$ cat config.mk
export PLATFORM = sky130hd
export DESIGN_NAME = alu_issue_unit
export DESIGN_NICKNAME = d
export VERILOG_FILES = /design/src/rtl/alu_issue_unit.sv
export SDC_FILE = /design/constraint.sdc
export NUM_CORES = 1
export LEC_CHECK = 0
export BUFFER_PORTS_ARGS = -buffer_cell sky130_fd_sc_hd__buf_2
export CORE_UTILIZATION = 45
export DETAILED_ROUTE_END_ITERATION = 8
export PLACE_DENSITY_LB_ADDON = 0.12
export SYNTH_ARGS = -nofsm -noshare
export SYNTH_HDL_FRONTEND = slang
export SYNTH_SLANG_ARGS = --single-unit
$ cat constraint.sdc
create_clock -name clk_i -period 5.8 [get_ports clk_i]
set_clock_uncertainty 0.2 [all_clocks]
set_input_delay 0.58 -clock clk_i [delete_from_list [all_inputs] [get_ports clk_i]]
set_output_delay 0.58 -clock clk_i [all_outputs]
set_load 0.02 [all_outputs]
$ cat src/rtl/alu_issue_unit.sv
// Sequential issue unit for the 8-bit ALU: reads operands from a 4x8 register
// file, holds them on the ALU for SETTLE_CYCLES edges, then writes back result and flags.
module alu_issue_unit #(
  parameter int unsigned SETTLE_CYCLES = 2
) (
  input  logic       clk_i,
  input  logic       rst_i,
  input  logic       req_valid_i,
  output logic       req_ready_o,
  input  logic [7:0] req_op_i,
  input  logic [1:0] req_dst_i,
  input  logic [1:0] req_src1_i,
  input  logic [1:0] req_src2_i,
  input  logic       req_use_imm_i,
  input  logic [7:0] req_imm_i,
  input  logic       ld_en_i,
  input  logic [1:0] ld_addr_i,
  input  logic [7:0] ld_data_i,
  output logic [7:0] alu_op1_o,
  output logic [7:0] alu_op2_o,
  output logic [7:0] alu_sel_o,
  input  logic [7:0] alu_result_i,
  input  logic [6:0] alu_flags_i,
  output logic       done_o,
  output logic [6:0] flags_reg_o,
  input  logic [1:0] dbg_addr_i,
  output logic [7:0] dbg_data_o
);

  localparam logic [3:0] CNT_LAST = 4'(SETTLE_CYCLES - 1);

  typedef enum logic {
    IDLE = 1'b0,
    EXEC = 1'b1
  } state_t;

  state_t     state_q;
  logic [3:0] cnt_q;
  logic [1:0] dst_q;
  logic [7:0] regs_q [4];
  logic [7:0] op1_q;
  logic [7:0] op2_q;
  logic [7:0] sel_q;
  logic       done_q;
  logic [6:0] flags_q;
  logic       accept;

  // A pending load blocks acceptance so the load always wins the cycle.
  assign req_ready_o = (state_q == IDLE) && !ld_en_i && !rst_i;
  assign accept      = req_valid_i && req_ready_o;

  always_ff @(posedge clk_i or posedge rst_i) begin
    if (rst_i) begin
      state_q <= IDLE;
      cnt_q   <= '0;
      dst_q   <= '0;
      op1_q   <= '0;
      op2_q   <= '0;
      sel_q   <= '0;
      done_q  <= 1'b0;
      flags_q <= '0;
      for (int i = 0; i < 4; i++) begin
        regs_q[i] <= '0;
      end
    end else begin
      done_q <= 1'b0;
      unique case (state_q)
        IDLE: begin
          if (ld_en_i) begin
            regs_q[ld_addr_i] <= ld_data_i;
          end else if (accept) begin
            dst_q   <= req_dst_i;
            op1_q   <= regs_q[req_src1_i];
            op2_q   <= req_use_imm_i ? req_imm_i : regs_q[req_src2_i];
            sel_q   <= req_op_i;
            cnt_q   <= '0;
            state_q <= EXEC;
          end
        end
        EXEC: begin
          cnt_q <= cnt_q + 4'd1;
          // Operands stay on the ALU after completion; only the opcode returns to the default.
          if (cnt_q == CNT_LAST) begin
            regs_q[dst_q] <= alu_result_i;
            flags_q       <= alu_flags_i;
            done_q        <= 1'b1;
            sel_q         <= 8'h00;
            state_q       <= IDLE;
          end
        end
        default: state_q <= IDLE;
      endcase
    end
  end

  assign alu_op1_o   = op1_q;
  assign alu_op2_o   = op2_q;
  assign alu_sel_o   = sel_q;
  assign done_o      = done_q;
  assign flags_reg_o = flags_q;
  assign dbg_data_o  = regs_q[dbg_addr_i];

endmodule
==> metrics.md, run 1 <==
| Metric | Value |
|---|---|
| Via density | `5.84` |
| Syn_nets | `374` |
| Share of synthesized area occupied by flip-flops and latches | `0.478` |
| Ratio of cells with drive above 1 in the final layout | `0.364` |
| Vias after detailed routing | `2972` |
| Antenna diode count | `0` |
| Wire length of the first global-routing pass | `15800 um` |
| Full die area | `8630 um^2` |
| Vias in the first global route | `2959` |
| Number of buffer cells added on primary ports | `94` |
| Slack of the worst reg-to-reg path | `3.52 ns` |
| Worst slew pin tran | `0.833 ns` |
| Count of flip-flops with a built-in enable after synthesis | `0` |
| Worst rel slew slack | `0.444` |
| Peak clock frequency supported by timing | `0.420 GHz` |
| Status | `finished, final reports clean` |
| Antenna violations before repair | `0` |
| Leakage component of the power | `0.00209 uW` |
| Core box area | `7850 um^2` |
| Areal power density over the cells | `515 nW/um^2` |
| HPWL Detailed | `6480 um` |
| Number of gates given a new drive strength after cts | `0` |
| Total grt overflow | `0` |
| Max Slew Vio Count | `0` |
| Cells after DPL | `494` |
| Clk pin slew, worst setup/hold paths | `0.07 ns` |
| Avg Synthesized Cell Area | `11.7 um^2` |
| Die width | `92.9 um` |
| Vertical extent of the die | `92.9 um` |
| Setup CP Type | `input port to output pin` |
| Fraction of synthesis flops using an asynchronous set or reset pin | `1.00` |
| Num ports | `95` |
| Number of buffers created by CTS | `9` |
| Cell taking the most area after synthesis | `sky130_fd_sc_hd__dfrtp_1` |
| Most Frequent Cell on Critical Path | `sky130_fd_sc_hd__buf_2` |
| Part of the cycle the worst path needs | `0.410` |
| RePlAce Congestion | `0.829` |
| Total of fill cells in the finished design | `717` |
| CTS Hold Buffers Added | `0` |
| Growth of design area from synthesis to finish | `19.4%` |
| Number of buffers on the longest clock path | `2` |
| Depth of the worst register-to-register path | `3` |
| CTS tree | `built` |
| Mapped Cells | `318` |
| Setup TNS after final layout | `0 ns` |
| Final setup fails | `0` |
| Least setup slack across all paths after layout | `3.42 ns` |
| Flip-flop cell with the highest count after synthesis | `sky130_fd_sc_hd__dfrtp_1` |
| Non-filler instance count after layout | `509` |
| Initial cell density of the core | `0.474` |
| Critical path required time | `5.02 ns` |
| IR drop worst, VDD | `234 uV` |
| CP cell instances | `buf_2 -> mux4_2 -> buf_2` |
| Top cells by area, synth | `sky130_fd_sc_hd__dfrtp_1 48%, sky130_fd_sc_hd__mux4_2 15%, sky130_fd_sc_hd__o2bb2ai_1 7.5%` |
| Area of the mapped netlist | `3720 um^2` |
| Maximum level of the CTS H-tree | `3` |
| Nets | `459` |
| Crit path largest cell delay | `0.55 ns` |
| Average routed wire per standard cell | `18.8 um` |
| GRT Total Usage | `0.246` |
| Number of hold violations in the final report | `0` |
| Worst setup SP type | `input port` |
| Max_cap viols | `0` |
| Post-layout minimum cycle time | `2.38 ns` |
| Post-synthesis sequential element count | `71` |
| Starting DRC count in detailed routing | `239` |
| Post-Place Setup Slack | `3.39 ns` |
| Placement Rows | `32` |
| Worst Hold Class | `input port to async pin` |
| Number of distinct library cells after synthesis | `35` |
| Maximum number of pins on one net before global-route repair | `53` |
| Worst Path Max Fanout | `8` |
| CTS Root Buffer Type | `sky130_fd_sc_hd__clkbuf_8` |
| RSZ-0062 raised after global routing | `no` |
| Number of optimization iterations in the first detailed-route pass | `4` |
| Arrival time reported for the critical path endpoint | `1.60 ns` |
| Detailed Route WL | `9560 um` |
| Remaining antenna violation count after routing | `0` |
| CTS sink cnt | `71` |
| Share of the synthesized area in the top cell type | `0.478` |
| Number of warning messages in the yosys log | `0` |
| Crit. End Element | `output pin` |
| Number of post-CTS setup repair buffers | `0` |
| DR DRC count | `0` |
| Cell at the slowest stage of the critical path | `sky130_fd_sc_hd__mux4_2` |
| Skew-Pair Late Insertion Delay | `0.34 ns` |
==> cells in the final DEF (no fill, tap or decap) <==
cell,Yosys,layout
sky130_fd_sc_hd__bufinv_16,0,2
sky130_fd_sc_hd__nand4bb_1,1,1
sky130_fd_sc_hd__or4b_1,1,1
sky130_fd_sc_hd__nor3b_4,1,1
sky130_fd_sc_hd__inv_1,3,2
sky130_fd_sc_hd__nand3_1,9,9
sky130_fd_sc_hd__nor2b_1,1,1
sky130_fd_sc_hd__ha_1,2,2
sky130_fd_sc_hd__nor4b_4,1,1
sky130_fd_sc_hd__nor3_1,1,1
sky130_fd_sc_hd__nor3b_1,1,1
sky130_fd_sc_hd__clkbuf_1,4,1
sky130_fd_sc_hd__o21ai_0,2,2
sky130_fd_sc_hd__a21oi_1,8,8
sky130_fd_sc_hd__buf_4,1,4
sky130_fd_sc_hd__o22ai_2,2,2
sky130_fd_sc_hd__dfrtp_1,71,71
sky130_fd_sc_hd__o22ai_4,2,2
sky130_fd_sc_hd__and3b_1,3,3
sky130_fd_sc_hd__o2bb2ai_1,32,32
sky130_fd_sc_hd__nor3_2,1,1
sky130_fd_sc_hd__xor2_1,1,1
sky130_fd_sc_hd__buf_2,13,94
sky130_fd_sc_hd__mux2i_1,9,9
sky130_fd_sc_hd__nor2_1,10,9
sky130_fd_sc_hd__inv_2,1,2
sky130_fd_sc_hd__o22ai_1,1,1
sky130_fd_sc_hd__clkinv_2,0,2
sky130_fd_sc_hd__and3_1,1,1
sky130_fd_sc_hd__nor2_2,0,1
sky130_fd_sc_hd__clkbuf_8,0,10
sky130_fd_sc_hd__nand4_1,1,1
sky130_fd_sc_hd__nand2_1,70,70
sky130_fd_sc_hd__mux4_2,24,24
sky130_fd_sc_hd__nor3b_2,2,2
sky130_fd_sc_hd__a22oi_1,32,32
==> sequential cells by signal (all words and copies together) (netlist names) <==
register     count
regs_q          32
alu_op1_o        8
alu_op2_o        8
alu_sel_o        8
flags_reg_o      7
cnt_q            4
dst_q            2
done_o           1
state_q          1
==> critical path, delay by kind of cell <==
family	cells	cell delay, ns
buffers and inverters	2	0.46
muxes	1	0.55
==> area by class of cell <==
| class | instances | area (um^2) | area share |
|---|---|---|---|
| Multi-Input combinational cell | 219 | 1810 | 0.408 |
| Sequential cell | 71 | 1780 | 0.400 |
| Timing Repair Buffer | 98 | 500 | 0.113 |
| Clock buffer | 11 | 141 | 0.0318 |
| Tap cell | 102 | 128 | 0.0287 |
| Clock inverter | 4 | 70.1 | 0.0158 |
| Inverter | 4 | 15.0 | 0.00338 |
==> final timing paths <==
path                                start        endpoint
max in group asynchronous           rst_i    alu_op1_o[0]
min in group clk_i            req_op_i[7]    alu_sel_o[7]
max                         dbg_addr_i[0]   dbg_data_o[0]
min reg2reg                flags_reg_o[6]  flags_reg_o[6]
min                                 rst_i    alu_sel_o[3]
max reg2reg                       state_q      regs_q[15]
==> per-layer routing <==
metal  up-vias  wire length (um)  global-route usage
li1       1370                 -                   -
met1      1473              4280               0.358
met2       119              4500               0.362
met3        10               673              0.0476
met4         0               106              0.0962
met5         -                 0                   0
==> logic make-up (layout without fill, tap and decap cells) <==
family | count (synthesis) | count (layout) | share of synthesized area
muxes | 33 | 33 | 0.170
DFF | 71 | 71 | 0.478
adders and majority gates | 2 | 2 | 0.00673
AOI/OAI and AO/OA | 79 | 79 | 0.173
xor gates and xnor gates | 1 | 1 | 0.00236
and+or+nand+nor | 104 | 104 | 0.135
buffers and inverters | 28 | 117 | 0.0360
==> report_power, final <==
part	total, uW	internal, uW	switching (uW)
combinational	938	424	515
clock	434	250	184
sequential	914	721	193
==> Yosys cell counts (2+ instances only) <==
| cell | instances |
|---|---|
| sky130_fd_sc_hd__o22ai_2 | 2 |
| sky130_fd_sc_hd__inv_1 | 3 |
| sky130_fd_sc_hd__a21oi_1 | 8 |
| sky130_fd_sc_hd__dfrtp_1 | 71 |
| sky130_fd_sc_hd__buf_1 | 4 |
| sky130_fd_sc_hd__nor2_1 | 10 |
| sky130_fd_sc_hd__clkbuf_1 | 4 |
| sky130_fd_sc_hd__o2bb2ai_1 | 32 |
| sky130_fd_sc_hd__nor3b_2 | 2 |
| sky130_fd_sc_hd__nand3_1 | 9 |
| sky130_fd_sc_hd__and3b_1 | 3 |
| sky130_fd_sc_hd__mux2i_1 | 9 |
| sky130_fd_sc_hd__buf_2 | 13 |
| sky130_fd_sc_hd__o21ai_0 | 2 |
| sky130_fd_sc_hd__a22oi_1 | 32 |
| sky130_fd_sc_hd__nand2_1 | 70 |
| sky130_fd_sc_hd__ha_1 | 2 |
| sky130_fd_sc_hd__o22ai_4 | 2 |
| sky130_fd_sc_hd__mux4_2 | 24 |
==> stage by stage <==
step	utilization	area, um^2	power, uW	hold slack [ns]
CTS	0.566	4440	2300	0.0733
global placement	0.539	4230	1850	0.255
global route	0.566	4440	2440	0.103
finish	0.566	4440	2290	0.0730
floorplan	-	3720	1570	0.283
detailed placement	0.539	4230	1860	0.259
No activity file was read; power rests on OpenSTA's default activity.
==> run 2: changes to the inputs <==
ABC_AREA = 1   (was unset)
clock period = 2.4 ns   (was 5.8 ns; I/O delays follow)
==> metrics.md, run 2 <==
| Metric | Value |
|---|---|
| Status | `finished, final reports clean` |
| Number of distinct library cells after synthesis | `27` |
| Post-Place Setup Slack | `0.626 ns` |
| Most used cells in the layout excluding fill and tap cells | `327 x sky130_fd_sc_hd__nand2_1, 94 x sky130_fd_sc_hd__buf_2, 71 x sky130_fd_sc_hd__dfrtp_1` |
| Core box area | `9330 um^2` |
| Areal power density over the cells | `1120 nW/um^2` |
| HPWL Detailed | `9330 um` |
| CTS sink cnt | `71` |
| Post-layout minimum cycle time | `1.80 ns` |
| Ratio of cells with drive above 1 in the final layout | `0.198` |
| Crit path largest cell delay | `0.41 ns` |
| Leakage component of the power | `0.00301 uW` |
| Slack of the worst reg-to-reg path | `0.60 ns` |
| Full die area | `10100 um^2` |
| Number of buffers and inverters on the critical path | `1` |
| Peak clock frequency supported by timing | `0.556 GHz` |
| Maximum level of the CTS H-tree | `3` |
| Delay-heaviest family, CP | `simple AND/OR/NAND/NOR gates` |
| Final setup fails | `0` |
| Wire length of the first global-routing pass | `20700 um` |
| Cell at the slowest stage of the critical path | `sky130_fd_sc_hd__dfrtp_1` |
| Flip-flop cell with the highest count after synthesis | `sky130_fd_sc_hd__dfrtp_1` |
| Flip-flop count of the largest register after layout | `32` |
| Worst hold slack after final layout | `0.00682 ns` |
| Number of hold violations in the final report | `0` |
| Arrival time reported for the critical path endpoint | `1.83 ns` |
| Placement Rows | `35` |
| CP cell instances | `inv_1 -> ha_1 -> nand3_4 -> nand2_8 -> nand2_4 -> nand2_1 -> nand2_1` |
| RePlAce Congestion | `0.960` |
| Number of buffers on the longest clock path | `2` |
| Starting DRC count in detailed routing | `329` |
| Post-synthesis sequential element count | `71` |
| Most common library cell in the layout ignoring fill and taps | `sky130_fd_sc_hd__nand2_1` |
| Most Frequent Cell on Critical Path | `sky130_fd_sc_hd__nand2_1` |
| Setup TNS after final layout | `0 ns` |
| Reg-to-reg critical path endpoint | `regs_q[2]` |
| Nets | `824` |
| Top register by number of flip-flops | `regs_q` |
| Num ports | `95` |
| Total grt overflow | `0` |
| CTS Root Buffer Type | `sky130_fd_sc_hd__clkbuf_8` |
| Max_cap viols | `0` |
| Worst Hold Class | `input port to async pin` |
| RSZ-0062 raised after global routing | `no` |
| Post-placement cell area | `4890 um^2` |
| Depth of the worst register-to-register path | `7` |
| Share of the synthesized area in the top cell type | `0.406` |
| Mapped Cells | `664` |
| Area of the mapped netlist | `4380 um^2` |
| Initial cell density of the core | `0.469` |
| Antenna diode count | `0` |
| Worst setup startpoint | `cnt_q[1]` |
| Crit. End Element | `flip-flop` |
| Syn_nets | `720` |
| Detailed Route WL | `12700 um` |
| Count of flip-flops with a built-in enable after synthesis | `0` |
| Maximum number of pins on one net before global-route repair | `72` |
| Vias in the first global route | `4294` |
| CTS tree | `built` |
| Growth of design area from synthesis to finish | `20.1%` |
| GRT Total Usage | `0.267` |
| Fraction of synthesis flops using an asynchronous set or reset pin | `1.00` |
| Remaining antenna violation count after routing | `0` |
| Worst setup SP type | `flip-flop` |
| Vertical extent of the die | `101 um` |
| Total of fill cells in the finished design | `929` |
| Number of warning messages in the yosys log | `0` |
| WP depth | `7` |
| Max Slew Vio Count | `0` |
| Top cells by area, synth | `sky130_fd_sc_hd__dfrtp_1 41%, sky130_fd_sc_hd__nand2_1 28%, sky130_fd_sc_hd__nand3_1 7.1%` |
| Least setup slack across all paths after layout | `0.601 ns` |
| Clk pin slew, worst setup/hold paths | `0.09 ns` |
| Final cell utilization of the core | `0.564` |
| Worst Path Max Fanout | `36` |
| Vias after detailed routing | `4580` |
| Worst rel slew slack | `0.414` |
| Die width | `101 um` |
| Critical Path End | `regs_q[2]` |
| Average routed wire per standard cell | `14.1 um` |
| IR drop worst, VDD | `644 uV` |
| Part of the cycle the worst path needs | `0.750` |
| Number of optimization iterations in the first detailed-route pass | `6` |
| Worst slew pin tran | `0.879 ns` |
| Setup CP Type | `flip-flop to flip-flop` |
| Cell taking the most area after synthesis | `sky130_fd_sc_hd__dfrtp_1` |
| DR DRC count | `0` |
| Critical path required time | `2.43 ns` |
| Share of synthesized area occupied by flip-flops and latches | `0.406` |
| Avg Synthesized Cell Area | `6.60 um^2` |
| Antenna violations before repair | `0` |
| Most instantiated library cell after synthesis | `sky130_fd_sc_hd__nand2_1` |
| Startpoint of the lowest-slack register-to-register path | `cnt_q[1]` |
| Post-route cell area | `5260 um^2` |
| Skew-Pair Late Insertion Delay | `0.35 ns` |
| Top post-synthesis cells by count | `327 x sky130_fd_sc_hd__nand2_1, 71 x sky130_fd_sc_hd__dfrtp_1, 65 x sky130_fd_sc_hd__nor2_1` |
| Number of buffers created by CTS | `9` |
| Via density | `5.08` |
| Number of buffer cells added on primary ports | `94` |
==> run 2: cell types whose count changed after synthesis, sizes merged, moves of 6 or more <==
cell | previous run | this run
mux2i | 9 | 0
mux4 | 24 | 0
nor2 | 10 | 72
o2bb2ai | 32 | 0
nand2 | 70 | 339
nand3 | 9 | 64
inv | 4 | 42
a22oi | 32 | 0
o21ai | 2 | 37
a21oi | 8 | 2
==> run 2: metal layers <==
metal,share of wire,wire length [um],GRT usage,vias up
met1,0.44,5610,0.356,2098
met2,0.46,5780,0.420,165
li1,-,-,-,2276
met3,0.064,808,0.0416,41
met4,0.040,503,0.138,0
met5,0,0,0,-
==> run 2: tightest hold or removal path: cells and delay by family <==
| family | cells | cell delay, ns |
|---|---|---|
| buf+inv | 3 | 0.87 |
==> run 2: cell type report <==
cell class,instances,area [um^2],share of cell area
multi-input cells,527,2290,0.435
flip-flops and latches,71,1780,0.338
clock inverters,7,60.1,0.0114
inverters,43,168,0.0319
repair buffers,116,683,0.130
clock buffers,9,124,0.0235
well taps,129,161,0.0307
==> run 2: worst min-delay path by stage <==
stage               slack, ns        endpoint
floorplan                0.15  flags_reg_o[0]
global placement         0.24  flags_reg_o[4]
detailed placement       0.24  flags_reg_o[2]
CTS                     0.009    alu_op2_o[0]
global route             0.03    alu_op2_o[6]
finish                  0.007    alu_sel_o[6]
==> run 2: kinds of logic (layout without fill, tap and decap cells) <==
| kind of cell | after synthesis | in the layout | share of synthesized area |
|---|---|---|---|
| and+or+nand+nor | 476 | 476 | 0.455 |
| DFF | 71 | 71 | 0.406 |
| buffers and inverters | 66 | 175 | 0.0720 |
| AOI/OAI and AO/OA | 49 | 49 | 0.0617 |
| adders and majority gates | 2 | 2 | 0.00571 |
==> run 2: repair_timing <==
action / in CTS / in global routing
endpoints found under the hold margin: 18 / 0
buffers inserted: 0 / 0
gates resized for setup: 0 / 0
hold buffers: 19 / 0
==> run 2: power by group <==
part	leakage, uW	internal, uW	switching [uW]	total [uW]
sequential	0.000928	1750	684	2440
clock	0.0000848	393	511	903
combinational	0.00200	853	1670	2530
total	0.00301	3000	2870	5870
==> run 2: stage by stage <==
| step | power, uW | cells |
|---|---|---|
| finish | 5870 | 902 |
| global route | 6340 | 902 |
| CTS | 5890 | 902 |
| detailed placement | 4940 | 867 |
| global placement | 4880 | 867 |
| floorplan | 4080 | 664 |
